$ cat src/rtl/rotl_seq_16.sv
// Multi-cycle 16-bit left rotate / logical-left-shift unit.
// One log-shifter stage (by 1, 2, 4, 8) per clock; result held until accepted.
module rotl_seq_16 #(
  parameter int WIDTH = 16
) (
  input  logic        clk,
  input  logic        rst,
  input  logic        in_valid,
  output logic        in_ready,
  input  logic [15:0] Shift_In,
  input  logic [3:0]  Shift_Val,
  input  logic        Mode,
  output logic [15:0] Shift_Out,
  output logic        out_valid,
  input  logic        out_ready,
  output logic        busy
);

  typedef enum logic [1:0] {
    IDLE = 2'd0,
    RUN  = 2'd1,
    DONE = 2'd2
  } state_t;

  state_t      state_q, state_d;
  logic [15:0] data_q, data_d;
  logic [3:0]  amt_q, amt_d;
  logic        mode_q, mode_d;
  logic [1:0]  cnt_q, cnt_d;
  logic [15:0] res_q, res_d;

  logic [15:0] stage_rol;
  logic [15:0] stage_sll;

  // Shift by 2^cnt_q; only one of the four fixed-distance paths is selected per cycle.
  always_comb begin
    stage_rol = data_q;
    stage_sll = data_q;
    unique case (cnt_q)
      2'd0: begin
        stage_rol = {data_q[14:0], data_q[15]};
        stage_sll = {data_q[14:0], 1'b0};
      end
      2'd1: begin
        stage_rol = {data_q[13:0], data_q[15:14]};
        stage_sll = {data_q[13:0], 2'b00};
      end
      2'd2: begin
        stage_rol = {data_q[11:0], data_q[15:12]};
        stage_sll = {data_q[11:0], 4'h0};
      end
      2'd3: begin
        stage_rol = {data_q[7:0], data_q[15:8]};
        stage_sll = {data_q[7:0], 8'h00};
      end
    endcase
  end

  always_comb begin
    // NOTE: every next-state signal gets a hold default first so no path leaves it unassigned (no latch).
    state_d = state_q;
    data_d  = data_q;
    amt_d   = amt_q;
    mode_d  = mode_q;
    cnt_d   = cnt_q;
    res_d   = res_q;
    unique case (state_q)
      IDLE: begin
        if (in_valid) begin
          data_d  = Shift_In;
          amt_d   = Shift_Val;
          mode_d  = Mode;
          cnt_d   = 2'd0;
          state_d = RUN;
        end
      end
      RUN: begin
        if (amt_q[cnt_q]) data_d = mode_q ? stage_sll : stage_rol;
        cnt_d = cnt_q + 2'd1;
        if (cnt_q == 2'd3) begin
          res_d   = data_d;
          state_d = DONE;
        end
      end
      DONE: begin
        if (out_ready) state_d = IDLE;
      end
      default: state_d = IDLE;
    endcase
  end

  always_ff @(posedge clk) begin
    // NOTE: sequential state uses non-blocking assignments so all registers update together at the edge.
    if (rst) begin
      state_q <= IDLE;
      data_q  <= '0;
      amt_q   <= '0;
      mode_q  <= 1'b0;
      cnt_q   <= '0;
      res_q   <= '0;
    end else begin
      state_q <= state_d;
      data_q  <= data_d;
      amt_q   <= amt_d;
      mode_q  <= mode_d;
      cnt_q   <= cnt_d;
      res_q   <= res_d;
    end
  end

  assign in_ready  = (state_q == IDLE);
  assign out_valid = (state_q == DONE);
  assign busy      = (state_q != IDLE);
  assign Shift_Out = res_q;

endmodule

$ cat config.mk
export PLATFORM = sky130hd
export DESIGN_NAME = rotl_seq_16
export DESIGN_NICKNAME = d
export VERILOG_FILES = /design/src/rtl/rotl_seq_16.sv
export SDC_FILE = /design/constraint.sdc
export NUM_CORES = 1
export LEC_CHECK = 0
export CORE_MARGIN = 2
export CORE_UTILIZATION = 56
export DETAILED_ROUTE_END_ITERATION = 6
export GPL_ROUTABILITY_DRIVEN = 0
export PLACE_DENSITY = 0.85
export SYNTH_ARGS = -nofsm -noshare
export SYNTH_HDL_FRONTEND = slang
export SYNTH_SLANG_ARGS = --single-unit
$ cat constraint.sdc
create_clock -name clk -period 4.9 [get_ports clk]
set_clock_uncertainty 0.1 [all_clocks]
set_input_delay 0.735 -clock clk [delete_from_list [all_inputs] [get_ports clk]]
set_output_delay 0.735 -clock clk [all_outputs]
set_load 0.03 [all_outputs]
==> impl_results.md <==
- Status: finished clean
- Area leader, netlist: dfxtp_1
- Via density: ~6.4
- Final slew viol count: 0
- DRT iter0 DRCs: around 190
- Int Pwr: about 520 uW
- Kind of critical path: in2reg
- CTS buffer count: 5
- Root buf cell: clkbuf_8
- Post_cts resized: 0
- Number of flops mapped to enable cells by yosys: 0
- Setup ws final: 2290 ps
- Max Freq: approximately 0.38 GHz
- Slew HR: 0.213
- Data arrival, critical path: roughly 2700 ps
- Post-layout min period: 2610 ps
- Initial antenna violation count: 0
- Footprint of the multi-input gates: roughly 1400 um^2
- Post-CTS Hold Fix Bufs: 0
- Critical Path End Type: flop
- Setup TNS: 0 ps
- # setup viols final: 0
- Combinational Power Share: 0.218
- P_sw: 239 uW
- Crit share post-route: 0.533
- Vias in the first global route: approximately 2000
- RSZ-0062 raised after global routing: false
- Via count: 2267
- Crit-path max FO: 13
- Area delta synth->final: 20.1%
- Netlist cell types: 41
- Sw Share: 0.315
- Mean post-synth cell area: ~8.6 um^2
- VDD IR max: between 150 and 200 uV
- Largest net degree at the start of global routing: 34
- Global Route Usage Sum: 0.256
- Post-DRT Antenna Nets: 0
- Boundary Pins: 44
- Worst Max-Slew Pin Slew: 1180 ps
- Fillers: around 350
- Non-filler cells in the finished layout: 357
- Post-synthesis sequential area ratio: 0.347
- Yosys top cell area share: 0.347
- Grt total ovfl: 0
- Reg power frac: 0.494
- Antenna Cells: 0
- WL/cell: ~17 um
- Synth async-reset ratio: 0
- Die area: between 4000 and 5000 um^2
- CTS H-tree lvls: 2
- Clock-pin slew on the worst setup and hold paths: 80 ps
- Register area: roughly 820 um^2
- Top-count cell post-synth: dfxtp_1
- Syn. warnings: 0
- First-pass DRT Iterations: 6
- P_leak: around 0.99 nW
- Layout Nets: 335
- Final instance area: 2850 um^2
- Ys flop type: dfxtp_1
- Area after DPL: about 2800 um^2
- Postcts setup bufs: 0
- Mapped cell area: 2370 um^2
- Die Y: around 69 um
- DRC viols: 0
- Clk Latency, worst-skew pair: ~300 ps
- Site Rows: 23
- Area of the core: 4030 um^2
- CTS max path bufs: 2
- First-pass GRT wire length: 9.98 mm
- Post-synth top cells: dfxtp_1, nand2_1, o21ai_1
- Placed insts: 349
- Tot Pwr: 759 uW
- Pwr/cell area: between 200 and 300 nW/um^2
- Fin. Hold Viols: 0
- Final WL: 6.10 mm
- Worst slack at placement: about 2000 ps
- Clock power frac: 0.288
- Syn_nets: ~310
- Cell count after synthesis: about 280
- Area contributors post-synth: dfxtp_1, a22oi_1, nand2_1
- Startpoint Class: primary input
- Max-cap violations: 0
- Worst min path class: reg2reg
- Starting Density: 0.588
- Share of layout cells above drive strength 1: 0.121
- CP required: slightly below 5000 ps
- Synthesized flop and latch total: between 40 and 50
- DP HPWL: around 4.2 mm
- TritonCTS clock tree: done
- DIE WIDTH: 69.0 um
- CTS Sinks: 41
- Input/output buffers: 43
[stage by stage]
stage               hold WS, ps  utilization
floorplan                   346            -
global placement            334        0.686
detailed placement          340        0.686
CTS                         350        0.706
global route                370        0.706
finish                      350        0.706
[worst paths after layout]
path | startpoint | to | slack, ps | depth (start not counted)
max | in_valid | data_q[2] | 2290 | 6
min | Shift_Out[1] | Shift_Out[1] | 350 | 2
max reg2reg | cnt_q[0] | Shift_Out[10] | 2370 | 6
min reg2reg | Shift_Out[1] | Shift_Out[1] | 350 | 2
[area by class of cell]
type | instances | share of cell area
sequential | 41 | 0.288
timing repair buffer | 45 | 0.157
multi-input combinational | 207 | 0.496
inverter | 6 | 0.00792
clock inverter | 2 | 0.00352
tap | 50 | 0.0220
clock buffer | 6 | 0.0255
[cell usage in the layout, fill, tap and decap left out, drive strengths merged]
master         instances
a211oi                 5
a21o                   9
a21oi                 23
a222oi                 1
a22o                   9
a22oi                 20
a311oi                 1
and2b                  4
buf                    2
clkbuf                 6
clkdlybuf4s50         43
clkinv                 2
dfxtp                 41
ha                     4
inv                    6
mux2                   1
mux2i                  6
mux4                   1
nand2                 36
nand2b                 3
nand3                  1
nand3b                 1
nand4bb                4
nor2                  13
nor2b                 11
nor3b                  1
o2111a                 1
o211ai                 6
o21a                   3
o21ai                 31
o21bai                 1
o221a                  8
o221ai                 2
or2                    1
[kinds of logic (layout without fill, tap and decap cells)]
family / after synthesis / count (layout) / synth area share
multiplexers: 8 / 8 / 0.0396
AO/OA/AOI/OAI: 120 / 120 / 0.366
adder cells (fa/ha/maj): 4 / 4 / 0.0211
AND/OR/NAND/NOR: 75 / 75 / 0.169
flip-flops: 41 / 41 / 0.347
buffers and inverters: 28 / 59 / 0.0576
[registers in the layout (all words and copies together), names as in the netlist]
signal     cells
mode_q         1
cnt_q          2
data_q        16
amt_q          4
Shift_Out     16
state_q        2
[power groups by stage]
stage,Sequential (mW),Clock (mW),Combinational (mW)
detailed placement,0.381,0,0.163
global placement,0.382,0,0.159
CTS,0.374,0.217,0.163
floorplan,0.373,0,0.122
finish,0.375,0.218,0.166
global route,0.377,0.234,0.179
[critical path: stages]
cell             delay [ps]
clkdlybuf4s50_1         500
nor3b_2                 720
buf_4                   320
nor2b_1                  60
a211oi_1                250
a211oi_2                 70
[metal layers]
layer	up-vias	GRT usage	wire length, um
met1	1061	0.354	2590
li1	1080	-	-
met3	12	0.0439	556
met2	114	0.405	2850
met4	0	0.0871	106
met5	-	0	0
No activity file was read; power rests on OpenSTA's default activity.
